File: src/rtl/i2s_tx_ctrl.sv
// i2s_tx_ctrl: I2S (Philips format) transmit sequencer.
// Buffers stereo pairs in a small FIFO, derives BCLK/LRCLK from clk and
// serialises one FIFO pair per frame, MSB first, one BCLK after LRCLK moves.
//
// Handshake (s_valid/s_ready): a pair transfers on every clk edge where
// s_valid && s_ready. s_ready depends only on the registered fifo_level,
// never on s_valid or on a same-cycle pop. The upstream must hold s_valid
// and the sample values stable until the transfer happens.
//
// All serial outputs are registered and aligned with the bit counters: the
// first clk of a frame shows k = 0, div_cnt = 0, bclk low and the left MSB.
module i2s_tx_ctrl #(
  parameter int DATA_W     = 24,
  parameter int SLOT_W     = 32,
  parameter int BCLK_DIV   = 4,
  parameter int FIFO_DEPTH = 4
) (
  input  logic                              clk,
  input  logic                              reset,
  input  logic                              enable,
  input  logic                              s_valid,
  output logic                              s_ready,
  input  logic [DATA_W-1:0]                 s_left,
  input  logic [DATA_W-1:0]                 s_right,
  output logic                              bclk,
  output logic                              lrclk,
  output logic                              sdata,
  output logic                              underrun,
  output logic [$clog2(FIFO_DEPTH+1)-1:0]   fifo_level,
  output logic                              busy,
  output logic                              dbg_state
);

  localparam int AW = $clog2(FIFO_DEPTH);
  localparam int LW = $clog2(FIFO_DEPTH + 1);
  localparam int DW = $clog2(BCLK_DIV);
  localparam int KW = $clog2(2 * SLOT_W);

  localparam logic [DW-1:0] DIV_LAST   = DW'(BCLK_DIV - 1);
  localparam logic [DW-1:0] DIV_HALF   = DW'(BCLK_DIV / 2);
  localparam logic [KW-1:0] K_LAST     = KW'(2 * SLOT_W - 1);
  localparam logic [KW-1:0] K_LR_RISE  = KW'(SLOT_W - 1);
  localparam logic [KW-1:0] K_LR_LAST  = KW'(2 * SLOT_W - 2);
  localparam logic [KW-1:0] K_SLOT     = KW'(SLOT_W);
  localparam logic [KW-1:0] K_DATA     = KW'(DATA_W);
  localparam logic [KW:0]   K_R_END    = (KW+1)'(SLOT_W + DATA_W);
  localparam logic [LW-1:0] LEVEL_FULL = LW'(FIFO_DEPTH);

  typedef enum logic {
    ST_IDLE = 1'b0,
    ST_RUN  = 1'b1
  } state_t;

  state_t              state, state_n;
  logic [DW-1:0]       div_cnt, div_n;
  logic [KW-1:0]       k_cnt, k_n;
  logic                pop;        // frame start: consume one pair
  logic                pop_eff;    // frame start with data available
  logic                push;
  logic                fifo_empty;
  logic [DATA_W-1:0]   mem_l [FIFO_DEPTH];
  logic [DATA_W-1:0]   mem_r [FIFO_DEPTH];
  logic [AW-1:0]       wr_ptr, rd_ptr;
  logic [DATA_W-1:0]   head_l, head_r;
  logic [DATA_W-1:0]   shadow_l, shadow_r;
  logic [DATA_W-1:0]   lshift, rshift;
  logic                sdata_n;

  assign fifo_empty = (fifo_level == '0);
  assign s_ready    = (fifo_level < LEVEL_FULL);
  assign push       = s_valid && s_ready;
  assign pop_eff    = pop && !fifo_empty;
  assign head_l     = mem_l[rd_ptr];
  assign head_r     = mem_r[rd_ptr];
  assign busy       = (state == ST_RUN);
  assign dbg_state  = state;

  // Next-state logic: divider, bit counter, frame-boundary enable sampling.
  always_comb begin
    state_n = state;
    div_n   = div_cnt;
    k_n     = k_cnt;
    pop     = 1'b0;
    case (state)
      ST_IDLE: begin
        div_n = '0;
        k_n   = '0;
        if (enable) begin
          state_n = ST_RUN;
          pop     = 1'b1;
        end
      end
      ST_RUN: begin
        if (div_cnt == DIV_LAST) begin
          div_n = '0;
          if (k_cnt == K_LAST) begin
            k_n = '0;
            if (enable) pop = 1'b1;
            else        state_n = ST_IDLE;
          end else begin
            k_n = k_cnt + KW'(1);
          end
        end else begin
          div_n = div_cnt + DW'(1);
        end
      end
      default: state_n = ST_IDLE;
    endcase
  end

  // Serial data bit for the upcoming clk; changes only at BCLK falling edges.
  always_comb begin
    sdata_n = sdata;
    lshift  = shadow_l << k_n;
    rshift  = shadow_r << (k_n - K_SLOT);
    if (state_n == ST_IDLE) begin
      sdata_n = 1'b0;
    end else if (div_n == '0) begin
      if (k_n == '0)
        sdata_n = pop_eff ? head_l[DATA_W-1] : 1'b0;
      else if (k_n < K_DATA)
        sdata_n = lshift[DATA_W-1];
      else if ((k_n >= K_SLOT) && ({1'b0, k_n} < K_R_END))
        sdata_n = rshift[DATA_W-1];
      else
        sdata_n = 1'b0;
    end
  end

  // Control state, counters, registered pin outputs and shadow samples.
  always_ff @(posedge clk or posedge reset) begin
    if (reset) begin
      state    <= ST_IDLE;
      div_cnt  <= '0;
      k_cnt    <= '0;
      bclk     <= 1'b0;
      lrclk    <= 1'b0;
      sdata    <= 1'b0;
      underrun <= 1'b0;
      shadow_l <= '0;
      shadow_r <= '0;
    end else begin
      state    <= state_n;
      div_cnt  <= div_n;
      k_cnt    <= k_n;
      bclk     <= (state_n == ST_RUN) && (div_n >= DIV_HALF);
      lrclk    <= (state_n == ST_RUN) && (k_n >= K_LR_RISE) && (k_n <= K_LR_LAST);
      sdata    <= sdata_n;
      underrun <= pop && fifo_empty;
      if (pop) begin
        shadow_l <= pop_eff ? head_l : '0;
        shadow_r <= pop_eff ? head_r : '0;
      end
    end
  end

  // FIFO pointers and occupancy; push and pop in one clk cancel out.
  always_ff @(posedge clk or posedge reset) begin
    if (reset) begin
      wr_ptr     <= '0;
      rd_ptr     <= '0;
      fifo_level <= '0;
    end else begin
      if (push)    wr_ptr <= wr_ptr + AW'(1);
      if (pop_eff) rd_ptr <= rd_ptr + AW'(1);
      case ({push, pop_eff})
        2'b10:   fifo_level <= fifo_level + LW'(1);
        2'b01:   fifo_level <= fifo_level - LW'(1);
        default: fifo_level <= fifo_level;
      endcase
    end
  end

  // FIFO storage; contents are don't-care until written.
  always_ff @(posedge clk) begin
    if (push) begin
      mem_l[wr_ptr] <= s_left;
      mem_r[wr_ptr] <= s_right;
    end
  end

endmodule
File: config.mk
export PLATFORM = sky130hd
export DESIGN_NAME = i2s_tx_ctrl
export DESIGN_NICKNAME = d
export VERILOG_FILES = /design/src/rtl/i2s_tx_ctrl.sv
export SDC_FILE = /design/constraint.sdc
export NUM_CORES = 1
export LEC_CHECK = 0
export ABC_AREA = 0
export ABC_CLOCK_PERIOD_IN_PS = 2550
export BUFFER_PORTS_ARGS = -buffer_cell sky130_fd_sc_hd__buf_2
export CAP_MARGIN = 10
export CORE_ASPECT_RATIO = 0.7
export CORE_MARGIN = 5
export CORE_UTILIZATION = 35
export DETAILED_ROUTE_END_ITERATION = 7
export PLACE_DENSITY = 0.58
export SLEW_MARGIN = 20
export SYNTH_ARGS = -nofsm -noshare
export SYNTH_HDL_FRONTEND = slang
export SYNTH_SLANG_ARGS = --single-unit
File: constraint.sdc
create_clock -name clk -period 2.55 [get_ports clk]
set_input_delay 0.3825 -clock clk [delete_from_list [all_inputs] [get_ports clk]]
set_output_delay 0.3825 -clock clk [all_outputs]
set_load 0.05 [all_outputs]
# Word level (Yosys, flattened, before mapping)
# Memory sizes are Yosys's and may differ from the RTL's.
# Cells that the tools add are included.
op_classes:
  addsub: 7
  n_shift: 2
  n_bitwise: 1
  n_lt_le_gt_ge: 7
  reduce_logical: 12
  eq_ne: 5
  mux: 23
ops:
  columns: ["op", "n"]
  rows:
  - ["two-way mux 24 bit", 2]
  - ["left shift 24 x 6 -> 24 bit", 2]
  - ["two-way mux 1 bit", 13]
  - ["two-way mux 6 bit", 2]
  - ["one-hot mux 6 bit (2 select lines)", 1]
  - ["logical AND 1 bit", 7]
  - ["adder 2 x 1 -> 2 bit, second input constant", 3]
  - ["adder 6 x 1 -> 6 bit, second input constant", 1]
  - ["== test 6 bit, second input constant", 1]
  - [">= comparator 6 x 5 -> 1 bit, second input constant", 1]
  - [">= comparator 6 bit, second input constant", 1]
  - ["<= comparator 6 bit, second input constant", 1]
  - ["logical NOT 6 bit", 1]
  - ["< comparator 6 x 5 -> 1 bit, second input constant", 1]
  - ["< comparator 6 bit, second input constant", 1]
  - ["one-hot mux 3 bit (2 select lines)", 1]
  - ["subtractor 6 bit, second input constant", 1]
  - ["== test 2 bit, second input constant", 2]
  - ["one-hot mux 1 bit (2 select lines)", 2]
  - ["one-hot mux 2 bit (2 select lines)", 1]
  - ["adder 3 x 1 -> 3 bit, second input constant", 1]
  - ["logical NOT 3 bit", 1]
  - ["< comparator 3 bit, second input constant", 1]
  - ["subtractor 3 x 1 -> 3 bit, second input constant", 1]
  - ["other kinds (8)", 8]
totals:
  input_bits: 52
  word_cells: 71
  memories: 2
  reg_bits: 68
  ram_bits: 192
  output_inout_bits: 10
mem_list:
  columns: ["name", "depth", "width", "read_ports", "rd_ports_with_merged_regs", "wr", "line", "rtl"]
  rows:
  - ["mem_l", 4, 24, 1, 0, 1, "61", "logic [DATA_W-1:0] mem_l [FIFO_DEPTH];"]
  - ["mem_r", 4, 24, 1, 0, 1, "62", "logic [DATA_W-1:0] mem_r [FIFO_DEPTH];"]

# Logic depth before layout (Yosys ltp)
# Gate-level depths: netlist (run 1).
depth:
  depth_word: 11
  ltp_mapped: 13
  depth_no_buf: 12

# Worst setup path before layout (run 1)
# OpenSTA, ideal clock, no wires.
synth_path:
  kind: "reg2reg"
  from: "register k_cnt[0]"
  to: "register fifo_level[2]"
  path_stages_with_launch: 13
  t_required_ps: 2410
  t_arrival_ps: 2447
  path_buffers: 0
  setup_time_ps: 140
  synth_period_minus_slack_ps: 2588
  setup_slack_ps: -38
  path_cell_list: "dfrtp_1 > ha_1 > nand2_1 > or2_2 > nand2_1 > nand2_1 > nor2_1 > ha_1 > inv_1 > fa_1 > xor2_1 > nor2_1 > xnor2_1"
synth_between:
  elab_chain_cells: 7
  elab_cells_between_ends: 9
  cone_classes: "3 x eq/ne; 4 x mux; 2 x reduce/logical"
synth_lines:
  columns: ["element", "line", "rtl"]
  rows:
  - ["start, declared", "56", "logic [KW-1:0] k_cnt, k_n;"]
  - ["start signal, assigned", "145", "k_cnt <= k_n;"]
  - ["== test 6 bit (*)", "96", "if (k_cnt == K_LAST) begin"]
  - ["two-way mux 1 bit (*)", "96", null]
  - ["two-way mux 1 bit (*)", "94", "if (div_cnt == DIV_LAST) begin"]
  - ["one-hot mux 1 bit (2 select lines) (*)", "84", "case (state)"]
  - ["logical AND 1 bit (*)", "72", "assign pop_eff = pop && !fifo_empty;"]
  - ["net pop_eff", "58", "logic pop_eff;"]
  - ["== test 2 x 1 -> 1 bit or == test 2 bit (tied branches)", "166", "case ({push, pop_eff})"]
  - ["one-hot mux 3 bit (2 select lines) or nonzero test 2 bit (tied branches)", null, null]
  - ["end signal, assigned", "167", "2'b10: fifo_level <= fifo_level + LW'(1);"]
  - ["end signal, assigned", "168", "2'b01: fifo_level <= fifo_level - LW'(1);"]
  - ["end signal, assigned", "169", "default: fifo_level <= fifo_level;"]
  - ["end, declared", "29", "output logic [$clog2(FIFO_DEPTH+1)-1:0] fifo_level,"]
# Mark *: on every way through the listed nets, which the timed path passes. The rest lies on a longest branch.
# A chain may end at the register's enable or synchronous reset.

# Final worst setup path (run 1)
layout_path:
  from: "register div_cnt[0]"
  to: "register sdata"
layout_between:
  elab_chain_cells: 10
  elab_cells_between_ends: 27
  cone_classes: "2 x add/sub; 3 x order compare; 2 x eq/ne; 2 x shift; 14 x mux; 4 x reduce/logical"
layout_lines:
  columns: ["element", "line", "rtl"]
  rows:
  - ["start, declared", "55", "logic [DW-1:0] div_cnt, div_n;"]
  - ["start signal, assigned", "144", "div_cnt <= div_n;"]
  - ["== test 2 bit", "94", null]
  - ["two-way mux 6 bit", "94", null]
  - ["one-hot mux 6 bit (2 select lines)", "84", null]
  - ["subtractor 6 bit (tied with other cells)", "115", "rshift = shadow_r << (k_n - K_SLOT);"]
  - ["left shift 24 x 6 -> 24 bit or logical AND 1 bit (tied branches)", "115, 123", null]
  - ["two-way mux 1 bit", "123", "else if ((k_n >= K_SLOT) && ({1'b0, k_n} < K_R_END))"]
  - ["two-way mux 1 bit", "121", "else if (k_n < K_DATA)"]
  - ["two-way mux 1 bit", "119", "if (k_n == '0)"]
  - ["two-way mux 1 bit", "118", "end else if (div_n == '0) begin"]
  - ["two-way mux 1 bit", "116", "if (state_n == ST_IDLE) begin"]
  - ["end signal, assigned", "148", "sdata <= sdata_n;"]
  - ["end, declared", "27", "output logic sdata,"]
# Several ways; a longest one is shown, not always the timed one. The select of a mux whose other input is x is not followed.

==> impl_metrics.toml, run 1 <==
[sta]
fin_skew_ns = 0.01478
period_minus_slack_ns = 2.492
relSlewSlack_pct = 56.22
rsz0062_at_grt = "yes"
setup_violations = 0
hold_viol_final = 0
maxSlewViolCount = 0
worst_pin_slew_ns = 0.6567
fmax_mhz = 401.3
post-route-period-util_pct = 97.71

[critical_path]
worstSetupEndpointType = "flip-flop"
crit_fanout = 7
worstPathArrival_ns = 2.92
rrSetupSlack_ns = 0.06
r2r-end = "sdata"
r2r_cells = 10
worstPathRequired_ns = 2.98
critPathKind = "flip-flop to flip-flop"
setup.worst_path.start_class = "flip-flop"
rr_startpoint = "div_cnt[0]"

[route]
top_layer = "met5"
wl_met3_mm = 1.099
wl_met2_mm = 9.495
vias_per_cell = 4.823
antenna_left = 0
firstDrtPassIters = 7
finalWirelength_mm = 21.13
wire_per_inst_um = 18.97
vias = 5373
met1_length_mm = 10.12
drc_errors = 0
drt_iter0_markers = 301

[layout]
area.growth.synth_to_final_pct = 17.53
drive_above_1_share_pct = 30.84
fill_cells = 2623
diodes = 0
fin_nets = 777
final_area_um2 = 12170
post-route-util_pct = 41.95

[synth]
synth_nets = 680
yosysTopAreaCell = "edfxtp_1"
ys_ff_latch = 259
synth_commonest_cells = "192 x edfxtp_1, 109 x nand2_1, 67 x dfrtp_1, 54 x o21ai_0, 49 x mux4_2"
yosys.cell_types.count = 50
synth_seq_area_share_pct = 71.86
synth_most_common_cell = "edfxtp_1"
synth_edf_count = 192
ys_warn_count = 0
synth_area_um2 = 10360
ys_top_cells_by_area = "edfxtp_1 56%, dfrtp_1 16%, mux4_2 11%"
postSynthCellCount = 620
synth_top_cell_area_share_pct = 55.67
syn_avg_cell_area_um2 = 16.70
synth_ff_type = "edfxtp_1"
async_flop_share_pct = 25.87

[clock_tree]
cts_buffers = 25
path_clk_slew_ns = 0.06
clock_latency_ns = 0.52
cts_tree = "done"
clock-sinks = 259
cts_buffer_depth = 3
cts_root_buffer = "clkbuf_16"
htree_levels = 1

[floorplan]
rows = 52
start_util_pct = 35.69
design.portCount = 62
core-area_um2 = 29020
die_area_um2 = 33180
fp.dieH_um = 153.9
fp.dieW_um = 215.6

[global_route]
track_usage_pct = 12.76
grt.overflow.total = 0
grt_antenna_before_repair = 2
grt_first_pass_wirelength_mm = 33.83
grt_pass1_vias = 5766
grt_max_degree = 49

[hold_path]
min_path_cells = 1
holdPathEnd = "mem_l[2][16]"
min_path_type = "input port to flip-flop"
min-delay-start = "s_left[16]"

[pwr]
power_per_cell_area_nw_per_um2 = 1023
intPower_uw = 8662
leakage_uw = 0.004540
vdd_drop_max_v = 0.0005158
p_sw_uw = 3791
switching_share_pct = 30.44
power_frac_seq_pct = 43.7
pwr-share-clk_pct = 28.0
combinationalPowerShare_pct = 28.3

[outcome]
status = "finished clean"

[place]
globalplace.congestion = 0.8324
hpwl_mm = 14.41
io_buffers = 61
placed_cell_area_um2 = 11300

[run]
maxCapViolations = 0
[layout by cell type, fill, tap and decap left out, types with 2 or more instances in the layout]
cell type / synthesis / routed
edfxtp_1: 192 / 192
nand2_1: 109 / 108
dfrtp_1: 67 / 65
buf_2: 2 / 61
o21ai_0: 54 / 54
mux4_2: 49 / 49
buf_4: 1 / 37
clkbuf_16: 0 / 25
mux2i_1: 20 / 20
inv_1: 12 / 11
clkbuf_1: 19 / 8
xnor2_1: 6 / 6
nand3_1: 7 / 6
nor2_1: 6 / 5
clkinv_2: 0 / 5
nor3_1: 4 / 4
xor2_1: 4 / 4
a21oi_1: 4 / 4
nand4_1: 4 / 4
and2_2: 0 / 4
mux2_2: 4 / 4
ha_1: 7 / 4
a211oi_1: 3 / 3
inv_6: 0 / 3
clkinvlp_4: 0 / 3
buf_12: 0 / 3
or2_4: 0 / 2
nor2b_1: 2 / 2
inv_2: 1 / 2
nand2_4: 2 / 2
a31o_2: 2 / 2
ha_2: 0 / 2
dfrtp_2: 0 / 2
[power by group through the flow]
| stage | sequential, uW | clock (uW) | combinational (uW) |
|---|---|---|---|
| floorplan | 5620 | 0 | 2210 |
| global placement | 5500 | 0 | 3410 |
| detailed placement | 5540 | 0 | 3460 |
| CTS | 5460 | 3610 | 3510 |
| global route | 5500 | 3790 | 3860 |
| finish | 5440 | 3490 | 3520 |
[repair_timing]
action	4_1_cts	5_1_grt
endpoints found under the hold margin	10	0
gates resized for setup	5	5
hold buffers	1	0
pin swaps	0	11
buffers inserted	0	5
endpoints found under the setup margin	2	2
[worst max-delay path, cell delays in order, from the launching register on]
cell	delay, ns
dfrtp_1	0.36
ha_2	0.20
buf_12	0.14
nand2_4	0.07
xnor2_4	0.27
buf_4	0.18
mux2i_1	0.08
mux4_2	0.45
nor3b_1	0.15
a2111o_1	0.30
o32ai_2	0.20
[per-layer routing]
metal	vias to the layer above	track usage, %
li1	2524	-
met1	2709	18.98
met2	101	19.57
met3	35	2.712
met4	4	2.620
met5	-	0
[kinds of logic (layout without fill, tap and decap cells)]
family / after synthesis / in the layout / share of synthesized area [%]
AOI/OAI and AO/OA: 73 / 73 / 4.362
xor gates and xnor gates: 12 / 12 / 1.269
adders and majority gates: 8 / 8 / 1.039
buffers and inverters: 47 / 163 / 2.078
DFF: 259 / 259 / 71.86
muxes: 73 / 73 / 13.02
and+or+nand+nor: 148 / 148 / 6.367
[state kept, by name, summed over array words and instances, names as in the netlist, 2 cells and up]
name	flops
shadow_r	24
shadow_l	23
mem_l	96
div_cnt	2
k_cnt	6
wr_ptr	2
rd_ptr	2
mem_r	96
fifo_level	3
[final cells by class]
| class | count | area (um^2) | area share (%) |
|---|---|---|---|
| Clock buffer | 34 | 669.4 | 5.500 |
| Tap cell | 378 | 473.0 | 3.886 |
| Sequential cell | 259 | 7445 | 61.16 |
| Inverter | 15 | 63.81 | 0.5243 |
| Timing Repair Buffer | 102 | 653.1 | 5.366 |
| Clock inverter | 12 | 103.9 | 0.8532 |
| Multi-Input combinational cell | 314 | 2764 | 22.71 |
[stage by stage]
step	setup TNS, ns	setup WS [ns]	power [uW]	hold WS, ns	instances
after floorplan	0	0.009116	7830	0.4214	620
after global placement	-0.02217	-0.02217	8916	0.3407	1062
after detailed placement	-0.1405	-0.08696	8995	0.3473	1062
after CTS	0	0.0006957	12580	0.04831	1109
after global routing	-0.1081	-0.06298	13150	0.05636	1114
final	0	0.05837	12450	0.07608	1114
[worst max-delay path by stage]
stage | startpoint | to | slack (ns)
final | div_cnt[0] | sdata | 0.06
after global routing | div_cnt[0] | fifo_level[2] | -0.06
after CTS | div_cnt[0] | fifo_level[2] | 0.0007
after detailed placement | div_cnt[0] | fifo_level[2] | -0.09
after global placement | div_cnt[0] | fifo_level[2] | -0.02
after floorplan | div_cnt[0] | sdata | 0.009
Note: power is estimated with default switching activity, not from simulation.
==> run 2: changes to the inputs <==
--- a/config.mk
+++ b/config.mk
@@ -5,7 +5,7 @@
 export SDC_FILE = /design/constraint.sdc
 export NUM_CORES = 1
 export LEC_CHECK = 0
-export ABC_AREA = 0
+export ABC_AREA = 1
 export ABC_CLOCK_PERIOD_IN_PS = 2550
 export BUFFER_PORTS_ARGS = -buffer_cell sky130_fd_sc_hd__buf_2
 export CAP_MARGIN = 10
==> run 2 against run 1 <==
Net effect: largest cell class unchanged; clock-buffer cell count grew 4; critical path depth grew 5; setup slack gained 0.14 ns; die area grew 1.8%; maximum frequency grew 6.1%; non-clock buffer count shrank 13; via count grew 22%; register-to-register slack gained 0.14 ns; design area grew 0.80%.
==> impl_metrics.toml, run 2 <==
[critical_path]
crit_fanout = 4
rr_startpoint = "k_cnt[0]"
critPathKind = "flip-flop to flip-flop"
r2r-end = "fifo_level[2]"
crit_start = "k_cnt[0]"
worstSetupEndpoint = "fifo_level[2]"
setup.worst_path.start_class = "flip-flop"
rrSetupSlack_ns = 0.20
r2r_cells = 15
worstPathRequired_ns = 2.96
worstSetupEndpointType = "flip-flop"
worstPathArrival_ns = 2.75

[synth]
synth_commonest_cells = "192 x edfxtp_1, 139 x nand2_1, 78 x inv_1, 78 x nand3_1"
synth_edf_count = 192
ys_ff_latch = 260
yosysTopAreaCell = "edfxtp_1"
synth_top_cell_area_share_pct = 54.65
ys_warn_count = 0
synth_nets = 914
synth_ff_type = "edfxtp_1"
syn_avg_cell_area_um2 = 12.35
synth_seq_area_share_pct = 70.78
yosys.cell_types.count = 39
postSynthCellCount = 854
synth_area_um2 = 10550
synth_most_common_cell = "edfxtp_1"
ys_top_cells_by_area = "edfxtp_1 55%, dfrtp_1 16%, nand2_1 4.9%"
async_flop_share_pct = 26.15

[layout]
fin_nets = 978
multiInputGateArea_um2 = 2565
seq_area_um2 = 7472
diodes = 0
post-route-util_pct = 41.12
fill_cells = 2823
final_cell_mix = "192 x edfxtp_1, 139 x nand2_1, 78 x nand3_1, 74 x inv_1, 68 x a21oi_1"
final_area_um2 = 12270
final_common_cell = "edfxtp_1"
reg_top3 = "mem_l x96, mem_r x96"
drive_above_1_share_pct = 16.01
area.growth.synth_to_final_pct = 16.30

[sta]
relSlewSlack_pct = 58.69
fmax_mhz = 426.0
post-route-period-util_pct = 92.06
hold_viol_final = 0
period_minus_slack_ns = 2.347
setup-tns-final_ns = 0
fin_skew_ns = 0.01131
worst_pin_slew_ns = 0.6188
rsz0062_at_grt = "no"
setup_violations = 0
maxSlewViolCount = 0

[global_route]
grt_antenna_before_repair = 0
grt_max_degree = 128
grt.overflow.total = 0
grt_pass1_vias = 6508
track_usage_pct = 14.08
grt_first_pass_wirelength_mm = 37.50

[hold_path]
min_path_cells = 1
min_path_type = "input port to flip-flop"

[route]
vias = 6568
drc_errors = 0
finalWirelength_mm = 23.67
drt_iter0_markers = 619
wire_per_inst_um = 17.91
firstDrtPassIters = 5
vias_per_cell = 4.968
antenna_left = 0

[place]
io_buffers = 61
hpwl_mm = 14.71
globalplace.congestion = 0.8623
placed_cell_area_um2 = 11400

[floorplan]
rows = 53
fp.dieW_um = 217.5
fp.dieH_um = 155.3
start_util_pct = 35.35
core-area_um2 = 29840
design.portCount = 62
die_area_um2 = 33770

[clock_tree]
htree_levels = 1
cts_buffer_depth = 3
clock_latency_ns = 0.54
cts_buffers = 25
cts_setup_buffers = 0
clock-sinks = 260
cts_root_buffer = "clkbuf_16"
cts_tree = "done"
path_clk_slew_ns = 0.06

[pwr]
leakage_uw = 0.004773
power_per_cell_area_nw_per_um2 = 1022
vdd_drop_max_v = 0.0005234

[outcome]
status = "finished clean"

[run]
maxCapViolations = 0
## run 2: cell types whose count changed in the layout (fill, tap and decap cells not counted), sizes merged, moves of 5 or more
| cell | before | now |
|---|---|---|
| a21oi | 5 | 68 |
| a221o | 0 | 16 |
| a32o | 0 | 31 |
| and2 | 5 | 0 |
| buf | 101 | 88 |
| inv | 17 | 81 |
| mux2i | 20 | 0 |
| mux4 | 49 | 0 |
| nand2 | 111 | 143 |
| nand3 | 7 | 80 |
| nand4 | 5 | 21 |
| nor2 | 6 | 26 |
| xnor2 | 7 | 2 |
## run 2: metal layers
| metal | track usage [%] | part of all wire [%] | vias up |
|---|---|---|---|
| li1 | - | - | 3191 |
| met1 | 21.90 | 50 | 3207 |
| met2 | 20.62 | 43 | 144 |
| met3 | 3.190 | 5.4 | 26 |
| met4 | 2.165 | 1.4 | 0 |
| met5 | 0 | 0 | - |
## run 2: layout make-up
| cell class | instances | area share, % |
|---|---|---|
| tap | 385 | 3.926 |
| inverter | 82 | 2.590 |
| sequential | 260 | 60.90 |
| multi-input combinational | 460 | 20.91 |
| clock inverter | 8 | 1.173 |
| timing repair buffer | 89 | 4.762 |
| clock buffer | 38 | 5.741 |
## run 2: per-stage QoR
step	setup slack (ns)	power, uW	cells	hold WS [ns]
2_1_floorplan	-0.2012	7766	854	0.4385
3_3_place_gp	0.3046	8708	1275	0.4668
3_5_place_dp	0.2428	8774	1275	0.4725
4_1_cts	0.1946	12640	1322	0.03489
5_1_grt	0.05520	13270	1322	0.04183
6_report	0.2026	12540	1322	0.06022
## run 2: repair_timing
item / in CTS / in global routing
endpoints found under the hold margin: 24 / 0
endpoints found under the setup margin: 0 / 1
hold buffers: 1 / 0
resized for setup: 0 / 2
## run 2: critical path, cell delays in order (launching register included)
cell     delay, ns
dfrtp_1       0.39
ha_1          0.19
inv_1         0.08
nor2_4        0.16
nand2_4       0.08
nand2_4       0.07
inv_4         0.05
nor2_8        0.10
nand2_2       0.06
inv_1         0.07
ha_1          0.14
inv_1         0.06
fa_1          0.38
a21oi_1       0.14
o21ai_0       0.11
xor2_1        0.15
## run 2: how the worst min path moves through the flow
stage | from | endpoint | slack, ns
floorplan | div_cnt[0] | div_cnt[0] | 0.44
global placement | div_cnt[0] | div_cnt[0] | 0.47
detailed placement | div_cnt[0] | div_cnt[0] | 0.47
CTS | s_left[8] | mem_l[2][8] | 0.03
global route | s_right[15] | mem_r[3][15] | 0.04
finish | s_right[11] | mem_r[2][11] | 0.06
## run 2: kinds of logic (layout without fill, tap and decap cells)
group,after synthesis,in the layout,synth area share [%]
flip-flops,260,260,70.78
XOR/XNOR,6,6,0.4981
buffers and inverters,134,217,5.195
AND/OR/NAND/NOR,275,275,11.94
adder cells (fa/ha/maj),8,8,1.020
AO/OA/AOI/OAI,171,171,10.57
## run 2: power by group
part           internal, uW  total, uW  switching (uW)
registers              5160       5400             239
clock network          2310       3850            1540
logic                  1030       3290            2260
total                  8500      12500            4040
==> run 3: changes to the inputs <==
==> config.mk (replaced) <==
export PLATFORM = sky130hd
export DESIGN_NAME = i2s_tx_ctrl
export DESIGN_NICKNAME = d
export VERILOG_FILES = /design/src/rtl/i2s_tx_ctrl.sv
export SDC_FILE = /design/constraint.sdc
export NUM_CORES = 1
export LEC_CHECK = 0
export ABC_AREA = 1
export ABC_CLOCK_PERIOD_IN_PS = 1900
export CAP_MARGIN = 10
export CORE_ASPECT_RATIO = 0.7
export CORE_MARGIN = 5
export CORE_UTILIZATION = 35
export DETAILED_ROUTE_END_ITERATION = 7
export DONT_BUFFER_PORTS = 1
export PLACE_DENSITY = 0.56
export SLEW_MARGIN = 10
export SYNTH_ARGS = -nofsm -noshare
export SYNTH_HDL_FRONTEND = slang
export SYNTH_SLANG_ARGS = --single-unit
==> constraint.sdc (replaced) <==
create_clock -name clk -period 1.9 [get_ports clk]
set_input_delay 0.285 -clock clk [delete_from_list [all_inputs] [get_ports clk]]
set_output_delay 0.285 -clock clk [all_outputs]
set_load 0.05 [all_outputs]
==> run 3 against run 2 <==
Net effect: the flow now finishes with violations (setup timing); cell count increased by 2.4%; global-route usage increased by 0.54 points; maximum frequency increased by 13%; die area unchanged; non-clock buffer count increased by 34; register-to-register slack got worse by 0.38 ns; combinational power increased by 62%; clock power increased by 30%; flip-flop and latch count unchanged; largest cell class unchanged; largest power group unchanged.
==> impl_metrics.toml, run 3 (synthesis gave the netlist of run 2 again) <==
[layout]
final_area_um2 = 13040
post-route-util_pct = 43.70
fill_cells = 2754
final_common_cell = "edfxtp_1"
diodes = 0
area.growth.synth_to_final_pct = 23.61
multiInputGateArea_um2 = 2666
reg_top3 = "mem_l x96, mem_r x96"
fin_nets = 1011
final_cell_mix = "192 x edfxtp_1, 136 x nand2_1, 77 x nand3_1, 70 x inv_1, 66 x a21oi_1"
drive_above_1_share_pct = 16.20
seq_area_um2 = 7473

[critical_path]
crit_chain = "ha_4 > nand2_2 > nor2_4 > nand2_4 > nand2_4 > inv_4 > nor2_8 > nand2_2 > inv_2 > ha_4 > inv_2 > fa_2 > a21oi_2 > o21ai_1 > xor2_1"
rr_startpoint = "div_cnt[0]"
r2r_cells = 15
crit_path_top_delay_cell = "dfrtp_1"
crit_buf_inv = 3
worstPathRequired_ns = 2.31
worstPathArrival_ns = 2.49
r2r-end = "fifo_level[2]"
setup.worst_path.start_class = "flip-flop"
crit_family = "adder cells"
rrSetupSlack_ns = -0.18
worstSetupEndpointType = "flip-flop"
crit_fanout = 2
critPathKind = "flip-flop to flip-flop"
max_stage_delay_ns = 0.38

[sta]
setup_violations = 4
period_minus_slack_ns = 2.075
rsz0062_at_grt = "yes"
relSlewSlack_pct = 65.00
setup_ws_ns = -0.1751
maxSlewViolCount = 0
fin_skew_ns = 0.01117
worst_pin_slew_ns = 0.5249
holdWs_ns = 0.09211
hold_viol_final = 0
fmax_mhz = 481.9
post-route-period-util_pct = 109.2

[hold_path]
min_path_type = "input port to flip-flop"
min-delay-start = "s_valid"
min_path_cells = 3
holdPathEnd = "fifo_level[1]"

[route]
drt_iter0_markers = 473
vias = 6794
vias_per_cell = 5.018
finalWirelength_mm = 24.61
drc_errors = 0
antenna_left = 0
firstDrtPassIters = 5
wire_per_inst_um = 18.18

[floorplan]
fp.dieH_um = 155.3
start_util_pct = 35.35
design.portCount = 62
die_area_um2 = 33770
rows = 53
fp.dieW_um = 217.5
core-area_um2 = 29840

[outcome]
status = "complete, but fails checks"
violations = "setup timing"

[clock_tree]
clock-sinks = 260
path_clk_slew_ns = 0.07
cts_root_buffer = "clkbuf_16"
cts_buffer_depth = 3
htree_levels = 1
cts_tree = "done"
clock_latency_ns = 0.53
cts_buffers = 24

[pwr]
leakage_uw = 0.004999
vdd_drop_max_v = 0.0006063
p_total_uw = 17670
power_per_cell_area_nw_per_um2 = 1355

[run]
maxCapViolations = 0

[global_route]
grt_max_degree = 64
track_usage_pct = 14.63
grt.overflow.total = 0
grt_first_pass_wirelength_mm = 39.12
grt_antenna_before_repair = 0
grt_pass1_vias = 6647

[place]
hpwl_mm = 15.61
placed_cell_area_um2 = 11560
globalplace.congestion = 0.8007
io_buffers = 0
## run 3: cell types whose count changed in the layout (fill, tap and decap cells not counted), moves of 3 or more
cell / change
buf_2: -61
dlygate4sd3_1: +49
buf_4: +30
buf_12: +10
buf_6: +5
clkbuf_1: -4
inv_1: -4
ha_1: -3
nand2_1: -3
nand2_2: +3
nor2_1: -3
## run 3: report_power, final
part	total [uW]	switching (uW)	internal (uW)
Combinational	5340	3230	2110
Sequential	7320	404	6920
Clock	5010	2050	2960
## run 3: stage by stage
step                setup TNS (ns)  std cells  setup WS (ns)
finish                     -0.4455       1354        -0.1751
global route                -1.760       1354        -0.3050
CTS                        -0.3861       1351        -0.1736
detailed placement         -0.4607       1255        -0.1988
global placement           -0.4505       1255        -0.1935
floorplan                   -65.67        854        -0.3677
## run 3: worst max-delay path by stage
stage / from / cells past startpoint / slack [ns] / endpoint
final: div_cnt[0] / 15 / -0.18 / fifo_level[2]
after global routing: div_cnt[0] / 15 / -0.31 / fifo_level[2]
after CTS: div_cnt[0] / 15 / -0.17 / fifo_level[2]
after detailed placement: div_cnt[0] / 15 / -0.20 / sdata
after global placement: div_cnt[0] / 15 / -0.19 / sdata
after floorplan: fifo_level[2] / 11 / -0.37 / fifo_level[2]
## run 3: layout make-up
| cell class | count | area share (%) |
|---|---|---|
| clock buffers | 37 | 5.689 |
| clock inverters | 7 | 0.6716 |
| inverters | 82 | 2.485 |
| multi-input cells | 460 | 20.45 |
| flip-flops and latches | 260 | 57.31 |
| well taps | 385 | 3.694 |
| repair buffers | 123 | 9.709 |
## run 3: metal layers
layer / share of wire [%] / vias to the layer above / wire length (um) / global-route usage (%)
li1: - / 3264 / - / -
met4: 1.3 / 0 / 325 / 2.316
met5: 0 / - / 0 / 0
met3: 4.5 / 26 / 1109 / 2.859
met2: 44 / 125 / 10780 / 21.84
met1: 50 / 3379 / 12400 / 22.64
## run 3: worst min-delay path: stages
cell and delay, ns:
nand2_2 0.07, ha_4 0.16, o21ai_1 0.07
## run 3: what timing repair did
item,4_1_cts,5_1_grt
gates resized for setup,10,19
pin swaps,1,9
cloned,0,0
endpoints found under the hold margin,261,0
buffers inserted,2,3
endpoints found under the setup margin,6,36
hold buffers,50,0
